## src/rtl/universal_shift_register_pkg.sv

```systemverilog
// universal_shift_register_pkg: mode encodings and decode helpers shared by the shift register
package universal_shift_register_pkg;
  localparam logic [1:0] MODE_HOLD = 2'b00;
  localparam logic [1:0] MODE_SHL  = 2'b01;
  localparam logic [1:0] MODE_SHR  = 2'b10;
  localparam logic [1:0] MODE_LOAD = 2'b11;
  function automatic logic is_shift(input logic [1:0] mode);
    return mode == MODE_SHL || mode == MODE_SHR;
  endfunction
endpackage

```

## src/rtl/universal_shift_register_if.sv

```systemverilog
// universal_shift_register_if: control, data and word-handshake signals of the shift register
interface universal_shift_register_if #(parameter int WIDTH = 8);
  localparam int CNT_W = $clog2(WIDTH + 1);
  logic             Enable_In;
  logic [1:0]       Mode_In;
  logic             Serial_Data_In;
  logic [WIDTH-1:0] Parallel_Data_In;
  logic             Clear_Overrun_In;
  logic             Word_Ready_In;
  logic             Serial_Data_Out;
  logic [WIDTH-1:0] Shift_Register_Out;
  logic [WIDTH-1:0] Word_Data_Out;
  logic             Word_Valid_Out;
  logic             Overrun_Out;
  logic [CNT_W-1:0] Bit_Count_Out;
  modport master (
    output Enable_In, Mode_In, Serial_Data_In, Parallel_Data_In, Clear_Overrun_In, Word_Ready_In,
    input  Serial_Data_Out, Shift_Register_Out, Word_Data_Out, Word_Valid_Out, Overrun_Out, Bit_Count_Out
  );
  modport slave (
    input  Enable_In, Mode_In, Serial_Data_In, Parallel_Data_In, Clear_Overrun_In, Word_Ready_In,
    output Serial_Data_Out, Shift_Register_Out, Word_Data_Out, Word_Valid_Out, Overrun_Out, Bit_Count_Out
  );
endinterface

```

## src/rtl/universal_shift_register_word_ctrl.sv

```systemverilog
// universal_shift_register_word_ctrl: bit counter, word capture, valid handshake and sticky overrun
module universal_shift_register_word_ctrl
  import universal_shift_register_pkg::*;
#(
  parameter int WIDTH = 8,
  localparam int CNT_W = $clog2(WIDTH + 1)
) (
  input  logic             clk,
  input  logic             rst_n,
  input  logic             shift_i,
  input  logic             load_i,
  input  logic [WIDTH-1:0] data_i,
  input  logic             ready_i,
  input  logic             clr_i,
  output logic [CNT_W-1:0] cnt_o,
  output logic [WIDTH-1:0] word_o,
  output logic             valid_o,
  output logic             ovr_o
);
  logic [CNT_W-1:0] cnt_q, cnt_d;
  logic [WIDTH-1:0] word_q, word_d;
  logic             valid_q, valid_d, ovr_q, ovr_d, done;
  // a word completing while the previous one is still unaccepted overwrites it and flags the loss
  always_comb begin
    done    = shift_i && cnt_q == CNT_W'(WIDTH - 1);
    cnt_d   = (load_i || done) ? '0 : shift_i ? cnt_q + CNT_W'(1) : cnt_q;
    word_d  = done ? data_i : word_q;
    valid_d = done || (valid_q && !ready_i);
    ovr_d   = (done && valid_q && !ready_i) || (ovr_q && !clr_i);
  end
  always_ff @(posedge clk) begin
    if (!rst_n) begin
      cnt_q   <= '0;
      word_q  <= '0;
      valid_q <= 1'b0;
      ovr_q   <= 1'b0;
    end else begin
      cnt_q   <= cnt_d;
      word_q  <= word_d;
      valid_q <= valid_d;
      ovr_q   <= ovr_d;
    end
  end
  assign cnt_o   = cnt_q;
  assign word_o  = word_q;
  assign valid_o = valid_q;
  assign ovr_o   = ovr_q;
endmodule

```

## src/rtl/universal_shift_register.sv

```systemverilog
// universal_shift_register: hold/shift-left/shift-right/load register with serial word assembly
module universal_shift_register
  import universal_shift_register_pkg::*;
#(
  parameter int WIDTH = 8
) (
  input logic                        Clk_In,
  input logic                        Reset_N_In,
  universal_shift_register_if.slave  bus
);
  logic [WIDTH-1:0] sr_q, sr_d;
  logic             shift, load;
  always_comb begin
    shift = bus.Enable_In && is_shift(bus.Mode_In);
    load  = bus.Enable_In && bus.Mode_In == MODE_LOAD;
    sr_d  = !bus.Enable_In              ? sr_q :
            bus.Mode_In == MODE_SHL     ? {sr_q[WIDTH-2:0], bus.Serial_Data_In} :
            bus.Mode_In == MODE_SHR     ? {bus.Serial_Data_In, sr_q[WIDTH-1:1]} :
            bus.Mode_In == MODE_LOAD    ? bus.Parallel_Data_In : sr_q;
  end
  always_ff @(posedge Clk_In) begin
    if (!Reset_N_In) sr_q <= '0;
    else             sr_q <= sr_d;
  end
  assign bus.Shift_Register_Out = sr_q;
  assign bus.Serial_Data_Out    = bus.Mode_In == MODE_SHR ? sr_q[0] : sr_q[WIDTH-1];
  universal_shift_register_word_ctrl #(.WIDTH(WIDTH)) u_word_ctrl (
    .clk     (Clk_In),
    .rst_n   (Reset_N_In),
    .shift_i (shift),
    .load_i  (load),
    .data_i  (sr_d),
    .ready_i (bus.Word_Ready_In),
    .clr_i   (bus.Clear_Overrun_In),
    .cnt_o   (bus.Bit_Count_Out),
    .word_o  (bus.Word_Data_Out),
    .valid_o (bus.Word_Valid_Out),
    .ovr_o   (bus.Overrun_Out)
  );
endmodule

```

## src/flat_wrapper.sv

```systemverilog
// flat-port wrapper written by rule: the top's interface ports become plain ports
module universal_shift_register_flat import universal_shift_register_pkg::*;
#(
  parameter int WIDTH = 8
)
  (Clk_In, Reset_N_In, bus_Enable_In, bus_Mode_In, bus_Serial_Data_In, bus_Parallel_Data_In, bus_Clear_Overrun_In, bus_Word_Ready_In, bus_Serial_Data_Out, bus_Shift_Register_Out, bus_Word_Data_Out, bus_Word_Valid_Out, bus_Overrun_Out, bus_Bit_Count_Out);
  universal_shift_register_if #(.WIDTH(WIDTH)) bus_i ();
  input logic Clk_In;
  input logic Reset_N_In;
  input wire logic [$bits(bus_i.Enable_In)-1:0] bus_Enable_In;
  input wire logic [$bits(bus_i.Mode_In)-1:0] bus_Mode_In;
  input wire logic [$bits(bus_i.Serial_Data_In)-1:0] bus_Serial_Data_In;
  input wire logic [$bits(bus_i.Parallel_Data_In)-1:0] bus_Parallel_Data_In;
  input wire logic [$bits(bus_i.Clear_Overrun_In)-1:0] bus_Clear_Overrun_In;
  input wire logic [$bits(bus_i.Word_Ready_In)-1:0] bus_Word_Ready_In;
  output wire logic [$bits(bus_i.Serial_Data_Out)-1:0] bus_Serial_Data_Out;
  output wire logic [$bits(bus_i.Shift_Register_Out)-1:0] bus_Shift_Register_Out;
  output wire logic [$bits(bus_i.Word_Data_Out)-1:0] bus_Word_Data_Out;
  output wire logic [$bits(bus_i.Word_Valid_Out)-1:0] bus_Word_Valid_Out;
  output wire logic [$bits(bus_i.Overrun_Out)-1:0] bus_Overrun_Out;
  output wire logic [$bits(bus_i.Bit_Count_Out)-1:0] bus_Bit_Count_Out;
  assign bus_i.Enable_In = bus_Enable_In;
  assign bus_i.Mode_In = bus_Mode_In;
  assign bus_i.Serial_Data_In = bus_Serial_Data_In;
  assign bus_i.Parallel_Data_In = bus_Parallel_Data_In;
  assign bus_i.Clear_Overrun_In = bus_Clear_Overrun_In;
  assign bus_i.Word_Ready_In = bus_Word_Ready_In;
  assign bus_Serial_Data_Out = bus_i.Serial_Data_Out;
  assign bus_Shift_Register_Out = bus_i.Shift_Register_Out;
  assign bus_Word_Data_Out = bus_i.Word_Data_Out;
  assign bus_Word_Valid_Out = bus_i.Word_Valid_Out;
  assign bus_Overrun_Out = bus_i.Overrun_Out;
  assign bus_Bit_Count_Out = bus_i.Bit_Count_Out;
  universal_shift_register #(.WIDTH(WIDTH)) u_core (.Clk_In(Clk_In), .Reset_N_In(Reset_N_In), .bus(bus_i));
endmodule
```

## config.mk

```make
export PLATFORM = sky130hd
export DESIGN_NAME = universal_shift_register_flat
export DESIGN_NICKNAME = d
export VERILOG_FILES = /design/src/rtl/universal_shift_register_pkg.sv /design/src/rtl/universal_shift_register_if.sv /design/src/rtl/universal_shift_register_word_ctrl.sv /design/src/rtl/universal_shift_register.sv /design/src/flat_wrapper.sv
export SDC_FILE = /design/constraint.sdc
export NUM_CORES = 1
export LEC_CHECK = 0
export CAP_MARGIN = 15
export CORE_MARGIN = 3
export CORE_UTILIZATION = 46
export DETAILED_ROUTE_END_ITERATION = 10
export GPL_ROUTABILITY_DRIVEN = 0
export GPL_TIMING_DRIVEN = 0
export PLACE_DENSITY = 0.81
export SLEW_MARGIN = 20
export SYNTH_ARGS = -nofsm -noshare
export SYNTH_HDL_FRONTEND = slang
export SYNTH_HIERARCHICAL = 1
export SYNTH_SLANG_ARGS = --single-unit
```

## constraint.sdc

```tcl
create_clock -name Clk_In -period 1.7 [get_ports Clk_In]
set_input_delay 0.34 -clock Clk_In [delete_from_list [all_inputs] [get_ports Clk_In]]
set_output_delay 0.34 -clock Clk_In [all_outputs]
set_load 0.02 [all_outputs]
```

After elaboration in Yosys (flattened, before gate mapping) --
Cells that the tools add are included.
Word-level totals: register bits 22, latch bits 0, memory bits (writable) 0, memory bits (read-only) 0, input bits 16, output and inout port bits 23, word-level logic and storage cells 30, memories 0
Operators by class: add/sub/neg operators 1, multipliers 0, divide/modulo/power cells 0, magnitude comparators 0, eq/ne operators 4, shift operators 0, muxes and demuxes 5, bitwise gates (word level) 1, reductions and logical operators 14
Operators by type and width (number):
- $mux 8 | 4
- $logic_and 1x1->1 | 7
- $add 4x1->4 const B | 1
- $eq 2x2->1 const B | 2
- $eq 4x3->1 const B | 1
- $logic_or 1x1->1 | 4
- $eq 2x1->1 const B | 1
- $logic_not 1->1 | 2
- $reduce_or 2->1 | 1
- $mux 1 | 1
- $not 1->1 | 1

Longest topological paths before layout --
word-level depth 7, depth in mapped cells 8, gate-level depth less buffers 7

By module --
The synthesis kept the hierarchy.
Modules (own cells, without submodules):
- universal_shift_register | times used 1, cells an instance 84, area an instance 708.2 um^2, seq. area each 160.2 um^2
- universal_shift_register_word_ctrl | times used 1, cells an instance 60, area an instance 584.3 um^2, seq. area each 280.3 um^2

Least setup slack after synthesis --
OpenSTA, ideal clock, no wires.
kind input to register, start in bus_Enable_In, end reg u_core.u_word_ctrl.cnt_q[0] (netlist: u_core/u_word_ctrl/cnt_o[0]), setup time 116 ps, arrival time 1464 ps, data required time 1584 ps, path slack 120 ps, stages on the path 7, cell sequence buf_4 > buf_4 > nor2b_1 > nand4b_1 > buf_2 > nand3b_1 > nor2_1
On the way: word-level cells in the longest chain between the ends 4, elaborated cells between the ends (all ways) 5
RTL lines:
- start: declaration | RTL line flat_wrapper.sv:10 | input wire logic [$bits(bus_i.Enable_In)-1:0] bus_Enable_In;
- $logic_and 1x1->1 (*) | RTL line universal_shift_register.sv:14 | shift = bus.Enable_In && is_shift(bus.Mode_In);
- named net u_core.shift | RTL line universal_shift_register.sv:12 | logic shift, load;
- $logic_and 1x1->1 | RTL line universal_shift_register_word_ctrl.sv:25 | done = shift_i && cnt_q == CNT_W'(WIDTH - 1);
- $logic_or 1x1->1 | RTL line universal_shift_register_word_ctrl.sv:26 | cnt_d = (load_i || done) ? '0 : shift_i ? cnt_q + CNT_W'(1) : cnt_q;
- $reduce_or 2->1 (no source line)
- end signal: assignment | RTL line universal_shift_register_word_ctrl.sv:38 | cnt_q <= cnt_d;
- end: declaration | RTL line universal_shift_register_word_ctrl.sv:20 | logic [CNT_W-1:0] cnt_q, cnt_d;
Mark *: on every way through the listed nets, which the timed path passes. The rest lies on a longest branch. A chain may end at the register's enable or synchronous reset.

Final worst setup path --
start in bus_Mode_In[0], end out bus_Serial_Data_Out
On the way: word-level cells in the longest chain between the ends 2
RTL lines:
- start: declaration | RTL line flat_wrapper.sv:11 | input wire logic [$bits(bus_i.Mode_In)-1:0] bus_Mode_In;
- $eq 2x2->1 | RTL line universal_shift_register.sv:26 | assign bus.Serial_Data_Out = bus.Mode_In == MODE_SHR ? sr_q[0] : sr_q[WIDTH-1];
- $mux 1 | RTL line universal_shift_register.sv:26
- end: declaration | RTL line flat_wrapper.sv:16 | output wire logic [$bits(bus_i.Serial_Data_Out)-1:0] bus_Serial_Data_Out;
No other way between the ends.

==> flow_summary_export.csv <==
group,metric,value,unit
clock_tree,clock_latency,0.30,ns
worst_setup_path,worst-endpoint-arrival,1.33,ns
pwr,switching_share,0.2838,
cells_and_area,most-common-layout-cells,"clkdlybuf4s50_1 (22), dfxtp_1 (22), nand2_1 (19)",
worst_setup_path,critPathMostFrequentCell,"buf_6",
timing,hold_viol,0,
timing,period_needed,1.668,ns
cells_and_area,fillCellCount,192,
floorplan,dieArea,0.003482,mm2
synth,syn-instance-count,144,
cells_and_area,finalNetCount,216,
drt,wl_per_cell,15.48,um
placement,io_buffer_count,38,
cells_and_area,layout-drive-gt1-share,0.2410,
pwr,power,1.139,mW
pwr,cellLeakagePower,0.8307,nW
cells_and_area,multi_input_area,814.5,um2
clock_tree,cts_sinks,22,
pwr,clock_power_share,0.255,
floorplan,die_y,59.01,um
worst_setup_path,r2r_end,"u_core/u_word_ctrl/cnt_o[0]",
floorplan,core_region_area,0.002567,mm2
placement,hpwl,2399,um
pwr,internal-power,0.8157,mW
worst_setup_path,critical-path-top-delay-family,"buffers and inverters",
clock_tree,clockBufferDepth,2,
worst_setup_path,reg2reg_slack,0.33,ns
synth,yosysSeqAreaShare,0.3408,
worst_setup_path,r2r_cells,5,
status,status,"finished clean",
clock_tree,path_clk_slew,0.13,ns
worst_setup_path,cp-end-kind,"primary output",
timing,finalSetupViolations,0,
synth,yosysTopAreaCellShare,0.3408,
synth,synth_nets,164,
worst_setup_path,slowest_delay,0.33,ns
synth,yosys_register_bits,22,
worst_setup_path,path_buf_inv,4,
drt,ant_nets,0,
pwr,pwr-share-comb,0.261,
worst_setup_path,startpoint,"bus_Mode_In[0]",
timing,tightest_slew,0.3610,ns
timing,clock_skew,0.004630,ns
floorplan,ios,39,
pwr,powerDensity,602.0,mW/mm2
clock_tree,cts_buffers,3,
synth,synth_top_cell_by_area,"dfxtp_1",
clock_tree,htree_levels,1,
clock_tree,cts_tree,"yes",
synth,synth_ff_type,"dfxtp_1",
worst_setup_path,crit_path_start_kind,"input pin",
timing,maxSlewHeadroom,0.7559,
drt,routed_wl,3484,um
global_route,overflow,0,
worst_setup_path,worst-path-stages,6,
synth,yosysWarnings,6,
worst_setup_path,endpoint,"bus_Serial_Data_Out",
pwr,vdd.ir_drop.worst,0.7615,mV
clock_tree,cts_root_buf,"clkbuf_4",
synth,synth_area_leaders,"dfxtp_1 (34%), a21boi_2 (7.0%), nand2_1 (5.5%)",
pwr,p_sw,0.3232,mW
drt,viasPerCell,5.369,
floorplan,row_count,18,
global_route,grt_pass1_wl,5388,um
timing,timing.fmax,0.5995,GHz
min_path,hp-class,"reg2reg",
drt,drt_pass1_iterations,4,
global_route,grt_max_degree,13,
synth,synth-edff-count,0,
global_route,grt_usage,0.1986,
worst_setup_path,cp_slowest_cell,"mux2_2",
global_route,grt_pass1_vias,1180,
synth,synth_area_per_cell,8.976,um2
worst_setup_path,crit_chain,"clkdlybuf4s15_2 -> inv_2 -> ha_4 -> buf_6 -> mux2_2 -> buf_6",
clock_tree,hold_buffers,0,
synth,synthDistinctLibCells,41,
synth,synth.cell_area,0.001292,mm2
timing,rsz0062_at_grt,"false",
floorplan,initial_core_util,0.5034,
timing,report.final.slew_viol_count,0,
drt,num_vias,1208,
cells_and_area,area_growth,46.37,%
worst_setup_path,critPathKind,"in2out",
timing,post-route-period-util,0.9812,
drt,drtIter0Drc,46,
worst_setup_path,r2r_start,"u_core/u_word_ctrl/cnt_o[0]",
drt,drc_errors,0,
cells_and_area,num_antenna_cells,0,
worst_setup_path,crit_fanout,3,
job,cap_violations,0,
timing,tns,0,ns
cells_and_area,seq_area,440.4,um2
global_route,antenna_found_initial,0,
pwr,pwr-share-seq,0.484,
floorplan,dieWidth,59.01,um
synth,async_flop_share,0,
worst_setup_path,worstPathRequired,1.36,ns
-- through the flow --
stage | cells | hold slack (ns) | util | worst slack, ns | cell area, um2
6_report | 225 | 0.4738 | 0.7368 | 0.03190 | 1892
5_1_grt | 225 | 0.4903 | 0.7368 | 0.0009587 | 1892
4_1_cts | 219 | 0.4778 | 0.6979 | 0.001364 | 1792
3_5_place_dp | 212 | 0.4607 | 0.6662 | -0.8082 | 1710
3_3_place_gp | 212 | 0.4559 | 0.6662 | -0.7722 | 1710
2_1_floorplan | 144 | 0.5049 | - | 0.1201 | 1292
-- cells in the mapped netlist, types with 2 or more instances --
cell / n
a211oi_1: 6
a21boi_2: 8
a21oi_1: 6
a31oi_1: 2
a31oi_2: 3
buf_2: 3
buf_4: 2
buf_6: 3
dfxtp_1: 22
ha_1: 4
inv_1: 6
mux2i_1: 2
nand2_1: 19
nand2b_1: 5
nor2_1: 7
nor2b_1: 7
nor3_1: 2
nor4_1: 2
nor4bb_1: 2
o22ai_1: 6
or2b_1: 2
or3b_1: 5
xor2_1: 2
-- sequential cells by signal, summed over array words and instances, names as in the netlist --
name and count:
u_core/bus.Shift_Register_Out 8, u_core/u_word_ctrl/cnt_o 4, u_core/u_word_ctrl/ovr_o 1, u_core/u_word_ctrl/word_o 8, u_core/u_word_ctrl/valid_o 1
-- routing by layer --
metal  part of all wire  GRT usage  up-vias
li1                   -          -      612
met1               0.45     0.2416      561
met2               0.50     0.3628       35
met3              0.053    0.05447        0
met4                  0    0.01294        0
met5                  0          0        -
-- cell families after synthesis --
logic type / Yosys count / synth area share
xor gates and xnor gates: 3 / 0.02033
AOI/OAI and AO/OA: 37 / 0.2382
DFF: 22 / 0.3408
adders and majority gates: 4 / 0.03872
and+or+nand+nor: 60 / 0.2682
muxes: 3 / 0.02420
buffers and inverters: 15 / 0.06969
-- tightest hold or removal path: stages (launching register included) --
cell and delay (ns):
dfxtp_1 0.33, nand2_1 0.07, a21boi_2 0.05
-- worst min path at each step --
stage,start,endpoint,slack (ns),cells past startpoint
after CTS,u_core/u_word_ctrl/word_o[2],u_core/u_word_ctrl/word_o[2],0.48,2
final,u_core/u_word_ctrl/word_o[4],u_core/u_word_ctrl/word_o[4],0.47,2
after detailed placement,u_core/u_word_ctrl/word_o[2],u_core/u_word_ctrl/word_o[2],0.46,2
after global placement,u_core/u_word_ctrl/word_o[0],u_core/u_word_ctrl/word_o[0],0.46,2
after floorplan,Reset_N_In,u_core/u_word_ctrl/cnt_o[2],0.50,1
after global routing,u_core/u_word_ctrl/word_o[0],u_core/u_word_ctrl/word_o[0],0.49,2
-- timing repair --
item,4_1_cts,5_1_grt
gates resized for setup,23,18
gates cloned,0,1
hold endpoints to repair,0,0
setup endpoints to repair,26,18
setup buffers,3,5
pin swaps,1,0
-- power groups by stage --
stage	logic (mW)	clock network, mW	registers, mW
floorplan	0.140	0	0.579
global placement	0.257	0	0.563
detailed placement	0.263	0	0.564
CTS	0.274	0.296	0.551
global route	0.321	0.317	0.555
finish	0.297	0.290	0.551
-- layout make-up --
type	count	area share
inverter	6	0.01190
timing repair buffer	47	0.2414
sequential	22	0.2328
multi-input combinational	107	0.4306
buffer	9	0.04431
clock buffer	4	0.01918
tap	30	0.01984
Power figures use the tool's default switching activity.
